File: src/rtl/tff_pkg.sv
// tff_pkg: mode encoding and modulus limit helper shared by the tff_counter slice
package tff_pkg;
  typedef enum logic [1:0] {TOGGLE = 2'b00, UP = 2'b01, DOWN = 2'b10, LOAD = 2'b11} mode_t;
  // Largest legal count; computed in 64 bits so MODULUS = 2**32 does not overflow
  function automatic logic [31:0] mod_limit(input longint modulus);
    return 32'(modulus - 64'sd1);
  endfunction
endpackage

File: src/rtl/tff_cell.sv
// tff_cell: single T flip-flop with asynchronous active-low reset
module tff_cell (
  input  logic clk,
  input  logic rst_n,
  input  logic t,
  output logic q,
  output logic qbar
);
  logic q_q;
  always_ff @(posedge clk or negedge rst_n)
    if (!rst_n) q_q <= 1'b0;
    else q_q <= q_q ^ t;
  assign q = q_q;
  assign qbar = ~q_q;
endmodule

File: src/rtl/tff_counter.sv
// tff_counter: WIDTH T-cells driven by a mode-selected next-state engine
module tff_counter
  import tff_pkg::*;
#(
  parameter int     WIDTH   = 4,
  parameter longint MODULUS = longint'(1) << WIDTH
) (
  input  logic             clk,
  input  logic             rst_n,
  input  logic             en,
  input  logic [1:0]       mode,
  input  logic [WIDTH-1:0] t_vec,
  input  logic [WIDTH-1:0] load_val,
  output logic [WIDTH-1:0] q,
  output logic [WIDTH-1:0] qbar,
  output logic             tc,
  output logic             wrap
);
  localparam logic [WIDTH-1:0] LIM   = WIDTH'(mod_limit(MODULUS));
  localparam logic [WIDTH:0]   LIM_X = {1'b0, LIM};
  localparam logic [WIDTH-1:0] ONE   = WIDTH'(1);
  logic [WIDTH-1:0] state_q, nxt_d, t;
  logic at_top, over, ld_over, wrap_q;
  // Compare one bit wider so a full-range modulus never folds to a constant
  assign at_top  = {1'b0, state_q} >= LIM_X;
  assign over    = {1'b0, state_q} > LIM_X;
  assign ld_over = {1'b0, load_val} > LIM_X;
  always_comb begin
    nxt_d = state_q;
    case (mode)
      TOGGLE:  nxt_d = state_q ^ t_vec;
      UP:      nxt_d = at_top ? '0 : state_q + ONE;
      DOWN:    nxt_d = (state_q == '0 || over) ? LIM : state_q - ONE;
      LOAD:    nxt_d = ld_over ? LIM : load_val;
      default: nxt_d = state_q;
    endcase
  end
  assign t  = en ? state_q ^ nxt_d : '0;
  assign tc = en & ((mode == UP & at_top) | (mode == DOWN & (state_q == '0 | over)));
  for (genvar i = 0; i < WIDTH; i++) begin : g_cell
    tff_cell u_cell (.clk(clk), .rst_n(rst_n), .t(t[i]), .q(state_q[i]), .qbar(qbar[i]));
  end
  always_ff @(posedge clk or negedge rst_n)
    if (!rst_n) wrap_q <= 1'b0;
    else wrap_q <= tc;
  assign q = state_q;
  assign wrap = wrap_q;
endmodule
File: config.mk
export PLATFORM = sky130hd
export DESIGN_NAME = tff_counter
export DESIGN_NICKNAME = d
export VERILOG_FILES = /design/src/rtl/tff_pkg.sv /design/src/rtl/tff_cell.sv /design/src/rtl/tff_counter.sv
export SDC_FILE = /design/constraint.sdc
export NUM_CORES = 1
export LEC_CHECK = 0
export BUFFER_PORTS_ARGS = -buffer_cell sky130_fd_sc_hd__buf_2
export CORE_AREA = 2 2 39 41
export CTS_BUF_LIST = sky130_fd_sc_hd__clkbuf_8
export DETAILED_ROUTE_END_ITERATION = 8
export DIE_AREA = 0 0 41 43
export GPL_TIMING_DRIVEN = 0
export PLACE_DENSITY_LB_ADDON = 0.15
export SETUP_SLACK_MARGIN = 0.3
export SYNTH_ARGS = -nofsm -noshare
export SYNTH_HDL_FRONTEND = slang
export SYNTH_SLANG_ARGS = --single-unit
File: constraint.sdc
create_clock -name clk -period 1.8 [get_ports clk]
set_input_delay 0 -clock clk [delete_from_list [all_inputs] [get_ports clk]]
set_output_delay 0 -clock clk [all_outputs]
set_load 0.02 [all_outputs]
==> flow_summary.html <==
<table>
<tr><th>Metric</th><th>Value</th></tr>
<tr><th colspan="2">Global route</th></tr>
<tr><td>Vias in the first global route</td><td>slightly above 500</td></tr>
<tr><td>Pin count of the biggest net entering global routing</td><td>11</td></tr>
<tr><td>Initial antenna violation count</td><td>0</td></tr>
<tr><td>Wire length of the first global-routing pass</td><td>2130 microns</td></tr>
<tr><td>Residual overflow from global routing</td><td>0</td></tr>
<tr><td>Total routing resource utilization after global routing</td><td>17.8%</td></tr>
<tr><th colspan="2">STA</th></tr>
<tr><td>Post-route setup slack</td><td>0.294 ns</td></tr>
<tr><td>Least-Margin Pin Slew</td><td>0.163 ns</td></tr>
<tr><td>Post-route fraction of the period consumed by the critical path</td><td>83.7%</td></tr>
<tr><td>Max-slew violation count</td><td>0</td></tr>
<tr><td>Sum Neg Setup Slack</td><td>0 ns</td></tr>
<tr><td>Final hold violations</td><td>0</td></tr>
<tr><td>Minimum hold slack</td><td>0.0649 ns</td></tr>
<tr><td>Minimum clock period after layout</td><td>~1.5 ns</td></tr>
<tr><td>Final clock skew</td><td>0.000148 ns</td></tr>
<tr><td>Unrepaired setup endpoints after global routing</td><td>true</td></tr>
<tr><td>Count of endpoints failing setup in the final report</td><td>0</td></tr>
<tr><td>Relative slew slack</td><td>88.9%</td></tr>
<tr><td>Fmax</td><td>0.664 GHz</td></tr>
<tr><th colspan="2">Logic synthesis</th></tr>
<tr><td>Biggest area contributors in the synthesized netlist</td><td>sky130_fd_sc_hd__dfrtp_1 23%, sky130_fd_sc_hd__buf_4 11%, sky130_fd_sc_hd__mux2i_1 7.5%</td></tr>
<tr><td>Total nets after synthesis</td><td>between 70 and 80</td></tr>
<tr><td>Average cell area after synthesis</td><td>8.33 sq um</td></tr>
<tr><td>Mux cell area share after synthesis</td><td>9.62%</td></tr>
<tr><td>Area share of the largest cell type after synthesis</td><td>23.5%</td></tr>
<tr><td>Area share of fa/ha/maj cells after synthesis</td><td>4.69%</td></tr>
<tr><td>XOR/XNOR share of the synthesized area</td><td>0%</td></tr>
<tr><td>Cell area after technology mapping</td><td>533 sq um</td></tr>
<tr><td>Area leader, netlist</td><td>sky130_fd_sc_hd__dfrtp_1</td></tr>
<tr><td>Distinct cell type count after synthesis</td><td>31</td></tr>
<tr><td>Largest family of logic cells by synthesized area</td><td>compound AO/OA/AOI/OAI gates</td></tr>
<tr><td>Post-synthesis cell count</td><td>64</td></tr>
<tr><td>Register area share after synthesis</td><td>23.5%</td></tr>
<tr><td>FF+latch count, synth</td><td>5</td></tr>
<tr><td>Synth Area in Compound Gates</td><td>27.0%</td></tr>
<tr><td>Syn. warnings</td><td>0</td></tr>
<tr><td>Synthesized-area fraction occupied by and/or/nand/nor cells</td><td>~15%</td></tr>
<tr><th colspan="2">Power</th></tr>
<tr><td>Switch share</td><td>39.8%</td></tr>
<tr><td>Ratio of total power to cell area</td><td>1270 nW/um^2</td></tr>
<tr><td>Power spent charging and discharging nets</td><td>between 0.3 and 0.4 mW</td></tr>
<tr><td>Clk pwr share</td><td>between 10% and 20%</td></tr>
<tr><td>Internal cell power</td><td>0.597 mW</td></tr>
<tr><td>Proportion of power drawn by combinational gates</td><td>roughly 62%</td></tr>
<tr><td>Total design power</td><td>0.992 mW</td></tr>
<tr><td>Worst supply voltage drop on vdd</td><td>0.519 mV</td></tr>
<tr><td>Static power due to leakage</td><td>0.384 nW</td></tr>
<tr><td>Share of power burned in registers</td><td>17.9%</td></tr>
<tr><th colspan="2">Clocking</th></tr>
<tr><td>Clock latency of the later-clocked register in the worst-skew pair</td><td>0.22 ns</td></tr>
<tr><td>Maximum buffer depth of the clock tree</td><td>2</td></tr>
<tr><td>Number of clock sinks seen by CTS</td><td>5</td></tr>
<tr><td>Root Buffer</td><td>sky130_fd_sc_hd__clkbuf_8</td></tr>
<tr><td>Clock-pin slew on the worst setup and hold paths</td><td>0.03 ns</td></tr>
<tr><td>Clock buffer count from CTS</td><td>3</td></tr>
<tr><td>Number of H-tree levels</td><td>1</td></tr>
<tr><td>CTS tree</td><td>built</td></tr>
<tr><th colspan="2">Min path</th></tr>
<tr><td>Cell count of the worst hold path</td><td>3</td></tr>
<tr><td>Worst min-delay path category</td><td>input port to flip-flop</td></tr>
<tr><th colspan="2">Worst setup path</th></tr>
<tr><td>Start-to-end type of the worst setup path</td><td>flip-flop to flip-flop</td></tr>
<tr><td>Critical Path Fanout Max</td><td>4</td></tr>
<tr><td>Critical path's largest stage delay</td><td>slightly above 0.4 ns</td></tr>
<tr><td>Data required, critical path</td><td>approximately 1.9 ns</td></tr>
<tr><td>Crit start category</td><td>flip-flop</td></tr>
<tr><td>CP Cell Sequence</td><td>inv_4, ha_4, mux2_4, a32o_1, a22o_1</td></tr>
<tr><td>Nature of the critical path endpoint</td><td>flip-flop</td></tr>
<tr><td>Cell depth of the worst flop-to-flop path</td><td>5</td></tr>
<tr><td>Crit path max-delay cell type</td><td>sky130_fd_sc_hd__dfrtp_2</td></tr>
<tr><td>Signal arrival time at the worst endpoint</td><td>~1.6 ns</td></tr>
<tr><th colspan="2">Cells and area</th></tr>
<tr><td>Leading cell type in the layout, fill and taps excluded</td><td>sky130_fd_sc_hd__buf_2</td></tr>
<tr><td>Area growth from synthesis to layout</td><td>46.9%</td></tr>
<tr><td>Number of nets in the layout</td><td>111</td></tr>
<tr><td>Antenna cells</td><td>0</td></tr>
<tr><td>Number of cells in the finished layout apart from fillers</td><td>111</td></tr>
<tr><td>Top library cells by usage in the layout, fill and taps aside</td><td>24 x sky130_fd_sc_hd__buf_2, 12 x sky130_fd_sc_hd__buf_4, 7 x sky130_fd_sc_hd__o21ai_0, 4 x sky130_fd_sc_hd__nor2_1</td></tr>
<tr><td>Share of cells above drive strength 1</td><td>54.7%</td></tr>
<tr><th colspan="2">Drt</th></tr>
<tr><td>Average wire per standard cell</td><td>around 12 microns</td></tr>
<tr><td>Number of nets with antenna violations after routing</td><td>0</td></tr>
<tr><td>WL final</td><td>1280 microns</td></tr>
<tr><td>Residual DRC</td><td>0</td></tr>
<tr><td>Post-detailed-route via-to-cell ratio</td><td>5.16</td></tr>
<tr><td>Detailed-route via count</td><td>573</td></tr>
<tr><td>DRT Pass-1 Iters</td><td>4</td></tr>
<tr><td>Number of violations reported at the end of detailed-routing iteration 0</td><td>4</td></tr>
<tr><th colspan="2">Floorplan</th></tr>
<tr><td>Std-Cell Core Area</td><td>1380 sq um</td></tr>
<tr><td>I/O pins</td><td>23</td></tr>
<tr><td>Die Width</td><td>41 microns</td></tr>
<tr><td>Die area</td><td>around 1800 sq um</td></tr>
<tr><td>Number of placement rows</td><td>14</td></tr>
<tr><td>Die Y-Extent</td><td>43 microns</td></tr>
<tr><td>Initial core utilization</td><td>between 30 and 40%</td></tr>
<tr><th colspan="2">Place</th></tr>
<tr><td>Number of buffers added on ports</td><td>22</td></tr>
<tr><td>Routability congestion estimate from global placement</td><td>0.812</td></tr>
<tr><td>Estimated wirelength of the detail-placed design</td><td>946 microns</td></tr>
<tr><td>Inst Count DP</td><td>102</td></tr>
<tr><td>Worst setup slack before clock tree synthesis</td><td>around 0.18 ns</td></tr>
<tr><th colspan="2">Flow run</th></tr>
<tr><td>Max-capacitance violation count</td><td>0</td></tr>
<tr><th colspan="2">Status</th></tr>
<tr><td>Status</td><td>complete, no violations</td></tr>
</table>
==> area by class of cell <==
cell class,count,area [sq um]
buffer,13,93.8
clock buffer,3,41.3
clock inverter,1,3.75
fill,135,601
inverter,4,20.0
multi-input combinational,42,327
sequential,5,128
tap,16,20.0
timing repair buffer,27,150
==> timing repair <==
action | in CTS | in global routing
hold buffers | 1 | 0
buffers inserted | 4 | 0
gates resized for setup | 4 | 3
endpoints found under the setup margin | 2 | 3
pin swaps | 0 | 1
hold endpoints to repair | 5 | 0
==> metrics by stage <==
step | util [%] | instance area, sq um
after global placement | 49.1 | 679
after global routing | 56.6 | 783
after CTS | 55.8 | 772
final | 56.6 | 783
after floorplan | - | 549
after detailed placement | 49.1 | 679
==> worst max-delay path, delay by kind of cell, from the launching register on <==
family,cells,cell delay [ns]
adders and majority gates,1,0.25
buffers and inverters,1,0.05
AOI/OAI and AO/OA,2,0.39
DFF,1,0.41
muxes,1,0.28
==> cell families after synthesis <==
kind of cell,Yosys count
AO/OA/AOI/OAI,21
AND/OR/NAND/NOR,14
adder cells (fa/ha/maj),2
buffers and inverters,17
flip-flops,5
multiplexers,5
==> Yosys cell counts (all sizes together) <==
master   number
o21a          1
o211ai        1
nor2b         1
mux2i         4
o2bb2ai       1
and4b         1
clkbuf        2
nand3         2
nand2         1
o221ai        1
nand2b        1
and2          1
a32o          1
a32oi         3
buf          11
nor2          4
mux2          1
a21oi         2
inv           4
or2           1
o2111ai       1
ha            2
a31oi         2
nand4         1
o21ai         7
nand3b        1
a22o          1
dfrtp         5
==> routing by layer <==
layer  track usage, %  share of wire, %  vias to the layer above
met3             1.57               4.1                        0
met4             12.0                 0                        0
met2             25.3                50                       18
met5                0                 0                        -
li1                 -                 -                      291
met1             24.4                46                      264
==> power groups by stage <==
stage / Combinational, mW / Sequential, mW / Clock (mW)
after floorplan: 0.432 / 0.173 / 0
after global placement: 0.555 / 0.181 / 0
after detailed placement: 0.557 / 0.181 / 0
after CTS: 0.607 / 0.178 / 0.204
after global routing: 0.676 / 0.186 / 0.212
final: 0.617 / 0.178 / 0.197
==> final timing paths <==
check | endpoint | slack [ns] | startpoint
worst min-delay path | flip-flop | 0.06 | t_vec[3]
worst min register to register | flip-flop | 0.61 | flip-flop
worst max register to register | flip-flop | 0.29 | flip-flop
worst max-delay path | flip-flop | 0.29 | flip-flop
max in group asynchronous | async pin | 1.54 | rst_n
min in group asynchronous | async pin | 0.12 | rst_n
No activity file was read; power rests on OpenSTA's default activity.
